## src/rtl/mem_arbiter_if.sv

```systemverilog
// Bus bundle between the memory arbiter, the IF/MEM requesters and the unified memory.
// The slave view is the arbiter's. The master view is the requesters and memory seen as one environment.
interface mem_arbiter_if #(
    parameter int ADDR_W = 16,
    parameter int DATA_W = 32
);
    localparam int BE_W = DATA_W / 8;

    // Instruction-fetch port
    logic              IReq;
    logic [ADDR_W-1:0] IAddr;
    logic [DATA_W-1:0] IRData;
    logic              IDone;

    // Load/store port
    logic              DRead;
    logic              DWrite;
    logic [ADDR_W-1:0] DAddr;
    logic [DATA_W-1:0] DWData;
    logic [BE_W-1:0]   DByteEn;
    logic [DATA_W-1:0] DRData;
    logic              DDone;

    // Memory port
    logic              MReq;
    logic              MWrite;
    logic [ADDR_W-1:0] MAddr;
    logic [DATA_W-1:0] MWData;
    logic [BE_W-1:0]   MByteEn;
    logic [DATA_W-1:0] MRData;
    logic              MAck;

    // Status
    logic              Err;
    logic              nStall;

    modport slave (
        input  IReq, IAddr, DRead, DWrite, DAddr, DWData, DByteEn, MRData, MAck,
        output IRData, IDone, DRData, DDone, MReq, MWrite, MAddr, MWData, MByteEn,
               Err, nStall
    );

    modport master (
        output IReq, IAddr, DRead, DWrite, DAddr, DWData, DByteEn, MRData, MAck,
        input  IRData, IDone, DRData, DDone, MReq, MWrite, MAddr, MWData, MByteEn,
               Err, nStall
    );
endinterface

```

## src/rtl/mem_arbiter.sv

```systemverilog
// Arbitrates the IF and MEM pipeline requesters onto one single-ported memory.
// Data has priority, with an anti-starvation counter and a watchdog on the memory handshake.
module mem_arbiter #(
    parameter int ADDR_W     = 16,
    parameter int DATA_W     = 32,
    parameter int STARVE_MAX = 4,
    parameter int TIMEOUT    = 64
) (
    input logic            Clock,
    input logic            nReset,
    mem_arbiter_if.slave   bus
);
    localparam int BE_W = DATA_W / 8;
    localparam int SW   = $clog2(STARVE_MAX + 1);
    localparam int TW   = (TIMEOUT > 2) ? $clog2(TIMEOUT) : 1;

    localparam logic [1:0] S_IDLE  = 2'd0;
    localparam logic [1:0] S_IBUSY = 2'd1;
    localparam logic [1:0] S_DBUSY = 2'd2;
    localparam logic [1:0] S_RESP  = 2'd3;

    logic [1:0]        state_q,   state_d;
    logic              gnt_d_q,   gnt_d_d;
    logic [SW-1:0]     starve_q,  starve_d;
    logic [TW-1:0]     tmo_q,     tmo_d;
    logic              mreq_q,    mreq_d;
    logic              mwrite_q,  mwrite_d;
    logic [ADDR_W-1:0] maddr_q,   maddr_d;
    logic [DATA_W-1:0] mwdata_q,  mwdata_d;
    logic [BE_W-1:0]   mbyteen_q, mbyteen_d;
    logic [DATA_W-1:0] irdata_q,  irdata_d;
    logic [DATA_W-1:0] drdata_q,  drdata_d;
    logic              idone_q,   idone_d;
    logic              ddone_q,   ddone_d;
    logic              err_q,     err_d;

    logic d_req;
    logic starved;

    assign d_req   = bus.DRead | bus.DWrite;
    assign starved = bus.IReq && (starve_q == SW'(STARVE_MAX));

    always_comb begin
        state_d   = state_q;
        gnt_d_d   = gnt_d_q;
        starve_d  = starve_q;
        tmo_d     = tmo_q;
        mreq_d    = mreq_q;
        mwrite_d  = mwrite_q;
        maddr_d   = maddr_q;
        mwdata_d  = mwdata_q;
        mbyteen_d = mbyteen_q;
        irdata_d  = irdata_q;
        drdata_d  = drdata_q;
        idone_d   = 1'b0;
        ddone_d   = 1'b0;
        err_d     = 1'b0;

        case (state_q)
            S_IDLE: begin
                if (d_req && !starved) begin
                    state_d   = S_DBUSY;
                    gnt_d_d   = 1'b1;
                    mreq_d    = 1'b1;
                    mwrite_d  = bus.DWrite;
                    maddr_d   = bus.DAddr;
                    mwdata_d  = bus.DWData;
                    mbyteen_d = bus.DWrite ? bus.DByteEn : '1;
                    tmo_d     = '0;
                    // Count consecutive data wins only while a fetch is being held off
                    if (bus.IReq) begin
                        if (starve_q != SW'(STARVE_MAX))
                            starve_d = starve_q + 1'b1;
                    end else begin
                        starve_d = '0;
                    end
                end else if (bus.IReq) begin
                    state_d   = S_IBUSY;
                    gnt_d_d   = 1'b0;
                    mreq_d    = 1'b1;
                    mwrite_d  = 1'b0;
                    maddr_d   = bus.IAddr;
                    mwdata_d  = '0;
                    mbyteen_d = '1;
                    tmo_d     = '0;
                    starve_d  = '0;
                end
            end

            S_IBUSY, S_DBUSY: begin
                if (bus.MAck) begin
                    state_d = S_RESP;
                    mreq_d  = 1'b0;
                    if (gnt_d_q) begin
                        ddone_d = 1'b1;
                        if (!mwrite_q)
                            drdata_d = bus.MRData;
                    end else begin
                        idone_d  = 1'b1;
                        irdata_d = bus.MRData;
                    end
                end else if (tmo_q == TW'(TIMEOUT - 1)) begin
                    // Abort: complete the access with Err and zeroed read data
                    state_d = S_RESP;
                    mreq_d  = 1'b0;
                    err_d   = 1'b1;
                    if (gnt_d_q) begin
                        ddone_d = 1'b1;
                        if (!mwrite_q)
                            drdata_d = '0;
                    end else begin
                        idone_d  = 1'b1;
                        irdata_d = '0;
                    end
                end else begin
                    tmo_d = tmo_q + 1'b1;
                end
            end

            S_RESP: begin
                state_d = S_IDLE;
            end

            default: begin
                state_d = S_IDLE;
            end
        endcase
    end

    always_ff @(posedge Clock or negedge nReset) begin
        if (!nReset) begin
            state_q   <= S_IDLE;
            gnt_d_q   <= 1'b0;
            starve_q  <= '0;
            tmo_q     <= '0;
            mreq_q    <= 1'b0;
            mwrite_q  <= 1'b0;
            maddr_q   <= '0;
            mwdata_q  <= '0;
            mbyteen_q <= '0;
            irdata_q  <= '0;
            drdata_q  <= '0;
            idone_q   <= 1'b0;
            ddone_q   <= 1'b0;
            err_q     <= 1'b0;
        end else begin
            state_q   <= state_d;
            gnt_d_q   <= gnt_d_d;
            starve_q  <= starve_d;
            tmo_q     <= tmo_d;
            mreq_q    <= mreq_d;
            mwrite_q  <= mwrite_d;
            maddr_q   <= maddr_d;
            mwdata_q  <= mwdata_d;
            mbyteen_q <= mbyteen_d;
            irdata_q  <= irdata_d;
            drdata_q  <= drdata_d;
            idone_q   <= idone_d;
            ddone_q   <= ddone_d;
            err_q     <= err_d;
        end
    end

    assign bus.MReq    = mreq_q;
    assign bus.MWrite  = mwrite_q;
    assign bus.MAddr   = maddr_q;
    assign bus.MWData  = mwdata_q;
    assign bus.MByteEn = mbyteen_q;
    assign bus.IRData  = irdata_q;
    assign bus.DRData  = drdata_q;
    assign bus.IDone   = idone_q;
    assign bus.DDone   = ddone_q;
    assign bus.Err     = err_q;
    assign bus.nStall  = ~((bus.IReq & ~idone_q) | (d_req & ~ddone_q));

endmodule

```

## src/flat_wrapper.sv

```systemverilog
// flat-port wrapper written by rule: the top's interface ports become plain ports
module mem_arbiter_flat 
#(
    parameter int ADDR_W     = 16,
    parameter int DATA_W     = 32,
    parameter int STARVE_MAX = 4,
    parameter int TIMEOUT    = 64
)
  (Clock, nReset, bus_IReq, bus_IAddr, bus_DRead, bus_DWrite, bus_DAddr, bus_DWData, bus_DByteEn, bus_MRData, bus_MAck, bus_IRData, bus_IDone, bus_DRData, bus_DDone, bus_MReq, bus_MWrite, bus_MAddr, bus_MWData, bus_MByteEn, bus_Err, bus_nStall);
  mem_arbiter_if #(.ADDR_W(ADDR_W), .DATA_W(DATA_W)) bus_i ();
  input logic Clock;
  input logic nReset;
  input wire logic [$bits(bus_i.IReq)-1:0] bus_IReq;
  input wire logic [$bits(bus_i.IAddr)-1:0] bus_IAddr;
  input wire logic [$bits(bus_i.DRead)-1:0] bus_DRead;
  input wire logic [$bits(bus_i.DWrite)-1:0] bus_DWrite;
  input wire logic [$bits(bus_i.DAddr)-1:0] bus_DAddr;
  input wire logic [$bits(bus_i.DWData)-1:0] bus_DWData;
  input wire logic [$bits(bus_i.DByteEn)-1:0] bus_DByteEn;
  input wire logic [$bits(bus_i.MRData)-1:0] bus_MRData;
  input wire logic [$bits(bus_i.MAck)-1:0] bus_MAck;
  output wire logic [$bits(bus_i.IRData)-1:0] bus_IRData;
  output wire logic [$bits(bus_i.IDone)-1:0] bus_IDone;
  output wire logic [$bits(bus_i.DRData)-1:0] bus_DRData;
  output wire logic [$bits(bus_i.DDone)-1:0] bus_DDone;
  output wire logic [$bits(bus_i.MReq)-1:0] bus_MReq;
  output wire logic [$bits(bus_i.MWrite)-1:0] bus_MWrite;
  output wire logic [$bits(bus_i.MAddr)-1:0] bus_MAddr;
  output wire logic [$bits(bus_i.MWData)-1:0] bus_MWData;
  output wire logic [$bits(bus_i.MByteEn)-1:0] bus_MByteEn;
  output wire logic [$bits(bus_i.Err)-1:0] bus_Err;
  output wire logic [$bits(bus_i.nStall)-1:0] bus_nStall;
  assign bus_i.IReq = bus_IReq;
  assign bus_i.IAddr = bus_IAddr;
  assign bus_i.DRead = bus_DRead;
  assign bus_i.DWrite = bus_DWrite;
  assign bus_i.DAddr = bus_DAddr;
  assign bus_i.DWData = bus_DWData;
  assign bus_i.DByteEn = bus_DByteEn;
  assign bus_i.MRData = bus_MRData;
  assign bus_i.MAck = bus_MAck;
  assign bus_IRData = bus_i.IRData;
  assign bus_IDone = bus_i.IDone;
  assign bus_DRData = bus_i.DRData;
  assign bus_DDone = bus_i.DDone;
  assign bus_MReq = bus_i.MReq;
  assign bus_MWrite = bus_i.MWrite;
  assign bus_MAddr = bus_i.MAddr;
  assign bus_MWData = bus_i.MWData;
  assign bus_MByteEn = bus_i.MByteEn;
  assign bus_Err = bus_i.Err;
  assign bus_nStall = bus_i.nStall;
  mem_arbiter #(.ADDR_W(ADDR_W), .DATA_W(DATA_W), .STARVE_MAX(STARVE_MAX), .TIMEOUT(TIMEOUT)) u_core (.Clock(Clock), .nReset(nReset), .bus(bus_i));
endmodule
```

## config.mk

```make
export PLATFORM = sky130hd
export DESIGN_NAME = mem_arbiter_flat
export DESIGN_NICKNAME = d
export VERILOG_FILES = /design/src/rtl/mem_arbiter_if.sv /design/src/rtl/mem_arbiter.sv /design/src/flat_wrapper.sv
export SDC_FILE = /design/constraint.sdc
export NUM_CORES = 1
export LEC_CHECK = 0
export ABC_AREA = 1
export CORE_MARGIN = 1.5
export CORE_UTILIZATION = 47
export DETAILED_ROUTE_END_ITERATION = 8
export HOLD_SLACK_MARGIN = 0.1
export PLACE_DENSITY = 0.85
export SLEW_MARGIN = 20
export SYNTH_ARGS = -nofsm -noshare
export SYNTH_HDL_FRONTEND = slang
export SYNTH_SLANG_ARGS = --single-unit
```

## constraint.sdc

```tcl
create_clock -name Clock -period 2.6 [get_ports Clock]
set_input_delay 0.26 -clock Clock [delete_from_list [all_inputs] [get_ports Clock]]
set_output_delay 0.26 -clock Clock [all_outputs]
set_load 0.05 [all_outputs]
```

==> results of run 1 <==
## path summary, 6_finish.rpt
kind / startpoint / endpoint / cells after the start
worst max-delay path: bus_IReq / bus_nStall / 4
worst min-delay path: bus_DByteEn[2] / u_core.bus.MByteEn[2] / 3
worst max register to register: u_core.state_q[1] / u_core.state_q[0] / 9
worst min register to register: u_core.bus.IRData[10] / u_core.bus.IRData[10] / 2
max in group asynchronous: nReset / u_core.bus.MAddr[6] / 3
min in group asynchronous: nReset / u_core.bus.DRData[3] / 3
## area by class of cell
type,instances,area (µm²),share of cell area
Multi-Input combinational cell,415,2050,0.233
Clock buffer,23,478,0.0543
Sequential cell,133,3330,0.378
Tap cell,168,210,0.0239
Inverter,59,221,0.0251
Timing Repair Buffer,238,2390,0.272
Clock inverter,9,125,0.0142
## Yosys cell counts
library cell / count / area share
inv_1: 57 / 0.037
nor2_4: 2 / 0.0039
o21ai_2: 32 / 0.048
a31oi_1: 16 / 0.017
nor3b_1: 1 / 0.0013
buf_1: 2 / 0.0013
nand3_4: 1 / 0.0030
nor4_1: 1 / 0.0011
nand4_1: 32 / 0.034
ha_1: 6 / 0.013
nand3_1: 8 / 0.0069
nor2_1: 30 / 0.019
a21boi_0: 1 / 0.0013
clkinv_1: 2 / 0.0013
o21bai_1: 1 / 0.0013
buf_6: 6 / 0.012
xor2_1: 1 / 0.0015
o21bai_4: 1 / 0.0032
a21oi_4: 1 / 0.0028
nand2_1: 231 / 0.15
buf_2: 9 / 0.0077
a21oi_1: 5 / 0.0043
o21ai_1: 8 / 0.0069
dfrtp_1: 133 / 0.57
o22ai_1: 2 / 0.0022
o22a_1: 1 / 0.0015
nand3_2: 1 / 0.0017
o21ai_0: 32 / 0.028
xnor2_1: 1 / 0.0015
clkbuf_1: 13 / 0.0084
buf_4: 6 / 0.0077
## cell families after synthesis
family                   share of synthesized area
adder cells (fa/ha/maj)                     0.0129
buffers and inverters                       0.0749
flip-flops                                   0.572
XOR/XNOR                                   0.00301
AO/OA/AOI/OAI                                0.116
AND/OR/NAND/NOR                              0.221
## registers in the layout, summed over array words and instances (netlist names)
name and flops:
u_core.bus.DRData 32, u_core.bus.DDone 1, u_core.bus.IRData 32, u_core.bus.MWrite 1, u_core.bus.MReq 1, u_core.bus.Err 1, u_core.bus.IDone 1, u_core.state_q 2
u_core.starve_q 3, u_core.bus.MAddr 16, u_core.bus.MByteEn 4, u_core.gnt_d_q 1, u_core.tmo_q 6, u_core.bus.MWData 32
## worst min-delay path: cells and delay by family
family                 cells  cell delay, ps
AOI/OAI and AO/OA          1              60
buffers and inverters      2             450
## through the flow
| step | total power (W) | hold WS [ps] | worst slack (ps) |
|---|---|---|---|
| 2_1_floorplan | 0.00818 | -35.6 | 1140 |
| 3_3_place_gp | 0.0104 | 407 | 467 |
| 3_5_place_dp | 0.0106 | 420 | 453 |
| 4_1_cts | 0.0131 | 381 | 444 |
| 5_1_grt | 0.0137 | 403 | 351 |
| 6_report | 0.0131 | 393 | 446 |
## placed cells by master, fill, tap and decap left out, drive strengths merged
cell type	instances
dlygate4sd3	2
a31oi	16
clkinv	6
nor3b	1
xor2	1
nor2	32
clkinvlp	2
clkdlybuf4s50	225
o22ai	2
nand3	10
bufinv	3
o21ai	72
nand4	32
o22a	1
nor4	1
o21bai	2
buf	11
ha	6
a21boi	1
inv	57
a21oi	6
xnor2	1
clkbuf	23
dfrtp	133
nand2	231
## routing by layer
layer,track usage,up-vias
met4,0.113,0
met5,0,-
met2,0.442,260
met3,0.100,28
met1,0.304,2528
li1,-,2505
## power by group through the flow
stage / Combinational [W] / Clock, W / Sequential (W)
floorplan: 0.00199 / 0 / 0.00619
global placement: 0.00697 / 0 / 0.00344
detailed placement: 0.00715 / 0 / 0.00349
CTS: 0.00718 / 0.00247 / 0.00347
global route: 0.00760 / 0.00256 / 0.00356
finish: 0.00715 / 0.00243 / 0.00347
## timing repair
item / CTS / global route
endpoints found under the setup margin: 0 / 0
endpoints found under the hold margin: 134 / 0
setup buffers: 0 / 0
hold buffers: 2 / 0
==> results.toml, run 1 <==
[run_status]
outcome = "completed"

[clock_network]
cts_resized = 0
h-tree-depth = 4
cts_buffers = 17
clkLatencyLatePin_ps = 410
clk_path_buf_depth = 2
cts_tree = "done"
cts_sinks = 133
cts_root_buffer = "clkbuf_16"
path_clk_slew_ps = 50

[critical_path]
critPathLaunchType = "primary input"
cpLargestDelayFamily = "buffers and inverters"
crit_slowest_cell = "clkdlybuf4s50_1"
worstPathCellList = "clkdlybuf4s50_1, inv_1, o22a_1, clkdlybuf4s50_1"
reg2reg_slack_ps = 510
crit_required_ps = 2340
cp_max_fo = 5
critPathBufInv = 3
cp-end-kind = "primary output"
cpMostUsedCell = "clkdlybuf4s50_1"
critical_path_class = "primary input to primary output"
slowest_delay_ps = 800
crit_arrival_ps = 1890

[sta]
setup_violations = 0
drv_slew = 0
rsz0062_at_grt = "false"
period_needed_ps = 2150
min_period_over_period = 0.828
max_clock_freq_mhz = 464
relSlewSlack = 0.497
tightestPinTransition_ps = 753
setup_tns_ps = 0
finalHoldViolCount = 0
fin_skew_ps = 6.29

[power_and_ir_drop]
irDropWorstVdd_mv = 0.837
clockPowerShare = 0.186
p_seq_frac = 0.266
p_sw_frac = 0.484
power_per_cell_area_nw_per_um2 = 1480
pwr-share-comb = 0.548
p_switching_w = 0.00631
p_leak_nw = 4.05
p_int_w = 0.00674

[layout]
num_antenna_cells = 0
nNetsFinal = 976
area_growth_pct = 51.5
stdcell_count = 1045
drive_gt1_frac = 0.0889
stdcell_area_um2 = 8810
n_fill_cell = 831
fin_util = 0.730

[logic_synthesis]
synth_seq_cells = 133
syn_nets = 755
syn_avg_cell_area_um2 = 9.05
yosys.cell_types.count = 31
syn_inst = 643
syn_area_um2 = 5820
ys_seq_area_frac = 0.572
ys.warnings.count = 0

[detailed_routing]
drt-met1-wl_um = 6500
routed.top_layer = "met4"
wl_met3_um = 1640
post_drt_wl_per_cell_um = 16.0
dr.pass1.iters = 5
route.met2.wl_um = 8150
dr_total_vias = 5321
drtIter0Drc = 398
drtAntennaViolNets = 0
drc = 0
totalWireLength_um = 16700
viasPerCell = 5.09

[floorplanning]
die_h_um = 114
start_util = 0.482
fp.coreArea_um2 = 12100
chipWidth_um = 114
die_area_um2 = 13100
rows = 40
io_pins = 228

[grt]
antenna_found_initial = 0
grt_max_degree = 134
grt-ovfl-total = 0
grt_pass1_wl_um = 26500
grt_pass1_vias = 5419
track_usage = 0.264

[job]
maxCapViolations = 0

[placed_design]
io_buffers = 227
gp_congestion = 0.844
dp_hpwl_um = 11600
placed_area_um2 = 8190
post-place-cells = 1011

[worst_hold_path]
holdCritPathClass = "primary input to flip-flop"
No activity file was read; power rests on OpenSTA's default activity.
==> run 2: changes to the inputs <==
--- a/config.mk
+++ b/config.mk
@@ -7,10 +7,10 @@
 export LEC_CHECK = 0
 export ABC_AREA = 1
 export CORE_MARGIN = 1.5
-export CORE_UTILIZATION = 47
+export CORE_UTILIZATION = 44
 export DETAILED_ROUTE_END_ITERATION = 8
 export HOLD_SLACK_MARGIN = 0.1
-export PLACE_DENSITY = 0.85
+export PLACE_DENSITY = 0.81
 export SLEW_MARGIN = 20
 export SYNTH_ARGS = -nofsm -noshare
 export SYNTH_HDL_FRONTEND = slang
==> constraint.sdc (replaced) <==
create_clock -name Clock -period 2.2 [get_ports Clock]
set_input_delay 0.22 -clock Clock [delete_from_list [all_inputs] [get_ports Clock]]
set_output_delay 0.22 -clock Clock [all_outputs]
set_load 0.05 [all_outputs]
==> run 2 against run 1 <==
  * Final area rose by 0.70%
  * Core utilization decreased by 3.6 points
  * Critical path type is now flip-flop to primary output
  * Register-to-register slack worse by 50 ps
  * Via count shrank 3.9%
  * Non-clock buffer count is 4 higher
  * Setup slack worse by 92 ps
  * Total power rose by 18%
  * First-iteration DRC count up 7.3%
  * Largest power group unchanged
==> results.toml, run 2 (synthesis gave the netlist of run 1 again) <==
[power_and_ir_drop]
clockPowerShare = 0.189
irDropWorstVdd_mv = 0.894
pwr-share-comb = 0.546
p_leak_nw = 4.09
power_per_cell_area_nw_per_um2 = 1730
p_seq_frac = 0.265
p_sw_frac = 0.478
p_int_w = 0.00803
p_switching_w = 0.00735

[clock_network]
cts_buffers = 17
clkLatencyLatePin_ps = 420
cts_sinks = 133
cts_root_buffer = "clkbuf_16"
cts_tree = "done"
post-cts-setup-buffer-count = 0
path_clk_slew_ps = 50
clk_path_buf_depth = 2
cts_resized = 0
h-tree-depth = 4

[job]
maxCapViolations = 0

[placed_design]
post-place-cells = 1020
dp_hpwl_um = 11200
gp_congestion = 0.840
io_buffers = 227

[floorplanning]
chipWidth_um = 118
fp.coreArea_um2 = 12800
die_area_um2 = 13900
die_h_um = 118
rows = 41
start_util = 0.455
io_pins = 228

[detailed_routing]
drtAntennaViolNets = 0
totalWireLength_um = 16000
drc = 0
dr.pass1.iters = 4
dr_total_vias = 5113
post_drt_wl_per_cell_um = 15.3
drtIter0Drc = 427
viasPerCell = 4.86

[layout]
nNetsFinal = 980
drive_gt1_frac = 0.0966
num_antenna_cells = 0
fin_util = 0.694
final_common_cell = "nand2_1"
area_growth_pct = 52.5
stdcell_count = 1052
most-common-layout-cells = "nand2_1, clkdlybuf4s50_1, dfrtp_1, inv_1"

[worst_hold_path]
hold_start = "bus_MAck"
holdCritPathClass = "primary input to flip-flop"

[critical_path]
cpLargestDelayFamily = "buffers and inverters"
worstPathCellList = "clkdlybuf4s50_1"
r2r_start = "u_core.state_q[0]"
slowest_delay_ps = 830
crit_slowest_cell = "clkdlybuf4s50_1"
cp_max_fo = 2
critPathLaunchType = "flip-flop"
crit_arrival_ps = 1630
cp-end-kind = "primary output"
startpoint = "u_core.bus.MWData[24]"
critPathBufInv = 1
crit_required_ps = 1980
critical_path_class = "flip-flop to primary output"

[grt]
grt_pass1_vias = 5093
grt-ovfl-total = 0
grt_max_degree = 71
grt-busiest-layer = "met2"
antenna_found_initial = 0
met1_usage = 0.304
grt_use_met2 = 0.375
grt_pass1_wl_um = 26400
use_met3 = 0.102
track_usage = 0.242

[sta]
finalHoldViolCount = 0
tightestPinTransition_ps = 650
fin_skew_ps = 6.84
period_needed_ps = 1850
min_period_over_period = 0.839
rsz0062_at_grt = "false"
setup_violations = 0
relSlewSlack = 0.567
max_clock_freq_mhz = 542
setup_tns_ps = 0
drv_slew = 0

[run_status]
outcome = "completed"
==> run 2: cell types whose count changed in the layout (fill, tap and decap cells not counted) <==
cell / before / now
dlygate4sd3_1: 2 / 1
clkbuf_8: 3 / 4
buf_12: 3 / 5
buf_4: 6 / 10
clkbuf_1: 3 / 1
clkdlybuf4s50_1: 225 / 224
==> run 2: what timing repair did <==
action                                 CTS  global route
endpoints found under the hold margin   68             0
hold buffers                             1             0
setup endpoints to repair                0             0
==> run 2: power by group through the flow <==
stage	clock, W	sequential [W]	combinational (W)
after floorplan	0	0.00731	0.00235
after global placement	0	0.00409	0.00832
after detailed placement	0	0.00410	0.00842
after CTS	0.00295	0.00408	0.00845
after global routing	0.00307	0.00422	0.00895
final	0.00290	0.00408	0.00840
==> run 2: final timing paths <==
check / slack [ps] / depth (start not counted) / endpoint
worst max-delay path: 350 / 1 / bus_MWData[24]
worst min-delay path: 190 / 3 / u_core.bus.DRData[23]
max in group asynchronous: 1180 / 3 / u_core.bus.MAddr[4]
min in group asynchronous: 390 / 2 / u_core.bus.DRData[29]
worst min register to register: 470 / 2 / u_core.bus.IRData[19]
worst max register to register: 460 / 8 / u_core.bus.IRData[18]
==> run 2: worst register-to-register path, delay by kind of cell, from the launching register on <==
| kind | cells | cell delay [ps] |
|---|---|---|
| simple gates | 5 | 510 |
| buf+inv | 2 | 420 |
| flops | 1 | 370 |
| fa+ha+maj | 1 | 380 |
==> run 2: metrics by stage <==
stage	instance area [µm²]	setup slack, ps	total power [W]	hold WS [ps]
2_1_floorplan	5820	739	0.00966	-75.6
3_3_place_gp	8250	460	0.0124	277
3_5_place_dp	8250	406	0.0125	274
4_1_cts	8870	322	0.0155	182
5_1_grt	8870	218	0.0162	199
6_report	8870	354	0.0154	190
==> run 2: cell type report <==
class	count	area (µm²)
well taps	172	215
inverters	59	221
clock inverters	9	125
flip-flops and latches	133	3330
multi-input cells	415	2050
clock buffers	22	484
repair buffers	242	2440
fillers	953	3900
==> run 2: routing by layer <==
metal	routed length (µm)	share of wire
met1	6860	0.43
met2	7300	0.45
met3	1670	0.10
met4	223	0.014
met5	0	0
==> run 3: changes to the inputs <==
==> constraint.sdc (replaced) <==
create_clock -name Clock -period 1.7 [get_ports Clock]
set_input_delay 0.17 -clock Clock [delete_from_list [all_inputs] [get_ports Clock]]
set_output_delay 0.17 -clock Clock [all_outputs]
set_load 0.05 [all_outputs]
==> run 3 against run 2 <==
  * Sequential power increased by 29%
  * Critical path type is now flip-flop to flip-flop
  * First-iteration DRC count decreased by 1.4%
  * Core utilization decreased by 0.81 points
  * Via count increased by 3.0%
  * Cell count increased by 0.95%
  * Die area unchanged
  * Critical path depth increased by 8
  * Clock power increased by 17%
  * Final area decreased by 1.2%
  * Count of clock-buffer cells in the layout increased by 2
  * Sequential share of layout area increased by 0.44 points
  * Largest power group unchanged
==> results.toml, run 3 (synthesis gave the netlist of run 1 again) <==
[critical_path]
cp-end-kind = "flip-flop"
critical_path_class = "flip-flop to flip-flop"
crit_slowest_cell = "dfrtp_1"
slowest_delay_ps = 400
cpMostUsedCell = "nand2_1"
crit_required_ps = 2000
cp_max_fo = 32
crit_arrival_ps = 1870
critPathLaunchType = "flip-flop"
worstPathCellList = "ha_1, nand2_1, nor2_1, nand3_1, nand2_1, nand2_1, buf_12, nand2_1, nand2_1"

[grt]
track_usage = 0.249
grt-ovfl-total = 0
antenna_found_initial = 0
grt_pass1_wl_um = 27200
grt_max_degree = 66
grt_pass1_vias = 5242

[detailed_routing]
drtIter0Drc = 421
totalWireLength_um = 16500
drtAntennaViolNets = 0
drc = 0
post_drt_wl_per_cell_um = 15.5
dr.pass1.iters = 5
dr_total_vias = 5266
viasPerCell = 4.96

[worst_hold_path]
holdCritPathClass = "primary input to flip-flop"

[sta]
tightestPinTransition_ps = 529
max_clock_freq_mhz = 637
fin_skew_ps = 5.49
relSlewSlack = 0.649
finalHoldViolCount = 0
setup_violations = 0
worst_slack_ps = 131
rsz0062_at_grt = "false"
whs_ps = 208
min_period_over_period = 0.923
drv_slew = 0
setup_tns_ps = 0
period_needed_ps = 1570

[power_and_ir_drop]
p_leak_nw = 4.37
p_int_w = 0.00964
p_seq_frac = 0.273
p_switching_w = 0.00961
pwr-share-comb = 0.550
clockPowerShare = 0.177
p_sw_frac = 0.499
irDropWorstVdd_mv = 1.01
power_per_cell_area_nw_per_um2 = 2200

[layout]
fin_util = 0.686
area_growth_pct = 50.7
final_common_cell = "nand2_1"
stdcell_count = 1062
num_antenna_cells = 0
most-common-layout-cells = "nand2_1, dfrtp_1, clkdlybuf4s50_1, dlygate4sd2_1, buf_4"
drive_gt1_frac = 0.160
nNetsFinal = 989

[floorplanning]
io_pins = 228
die_area_um2 = 13900
start_util = 0.455
rows = 41
chipWidth_um = 118
fp.coreArea_um2 = 12800
die_h_um = 118

[clock_network]
clk_path_buf_depth = 2
post-cts-setup-buffer-count = 0
path_clk_slew_ps = 50
cts_sinks = 133
cts_tree = "done"
cts_buffers = 17
clkLatencyLatePin_ps = 410
h-tree-depth = 4
cts_root_buffer = "clkbuf_16"

[placed_design]
dp_hpwl_um = 11500
place_ws_ps = -0.563
io_buffers = 227
gp_congestion = 0.806
post-place-cells = 1029

[run_status]
outcome = "completed"

[job]
maxCapViolations = 0
run 3: changes by cell type in the layout (fill, tap and decap cells not counted), sizes merged:
cell / delta
dlygate4sd2: +75
buf: +55
bufinv: -3
clkdlybuf4s50: -121
clkinv: +1
clkinvlp: +1
clkbuf: +2
run 3: worst paths after layout:
check                                            from                     to  slack, ps  depth (start not counted)
min in group asynchronous                      nReset  u_core.bus.DRData[22]        230                          2
worst max register to register        u_core.tmo_q[0]  u_core.bus.IRData[12]        130                          9
max in group asynchronous                      nReset  u_core.bus.MWData[12]        930                          3
worst min-delay path                         bus_MAck       u_core.bus.DDone        210                          4
worst max-delay path                  u_core.tmo_q[0]  u_core.bus.IRData[12]        130                          9
worst min register to register  u_core.bus.IRData[20]  u_core.bus.IRData[20]        460                          2
run 3: repair_timing:
action / in CTS / in global routing
pin swaps: 0 / 0
endpoints found under the setup margin: 75 / 67
gates cloned: 0 / 0
hold buffers: 1 / 0
endpoints found under the hold margin: 133 / 0
resized for setup: 75 / 2
run 3: critical path, delay by kind of cell (launching register included):
family,cells,cell delay (ps)
simple gates,7,620
flops,1,400
buf+inv,1,190
fa+ha+maj,1,240
run 3: power by group through the flow:
stage | Combinational, W | Sequential, W | Clock [W]
5_1_grt | 0.0113 | 0.00543 | 0.00362
6_report | 0.0106 | 0.00526 | 0.00340
3_3_place_gp | 0.0109 | 0.00529 | 0
3_5_place_dp | 0.0111 | 0.00531 | 0
2_1_floorplan | 0.00304 | 0.00946 | 0
4_1_cts | 0.0106 | 0.00527 | 0.00346
run 3: per-stage QoR:
stage               power (W)  area, µm²
floorplan              0.0125       5820
global placement       0.0162       8280
detailed placement     0.0164       8280
CTS                    0.0193       8750
global route           0.0204       8770
finish                 0.0193       8770
run 3: layout make-up:
class                           count  area (µm²)
Timing Repair Buffer              251        2380
Sequential cell                   133        3330
Inverter                           59         221
Multi-Input combinational cell    415        2070
Fill cell                        1031        4010
Clock buffer                       24         512
Tap cell                          172         215
Clock inverter                      8        47.5
run 3: per-layer routing:
metal | global-route usage | vias to the layer above | share of wire
met1 | 0.321 | 2470 | 0.43
met2 | 0.385 | 229 | 0.46
met4 | 0.0915 | 0 | 0.019
li1 | - | 2539 | -
met5 | 0 | - | 0
met3 | 0.0940 | 28 | 0.093
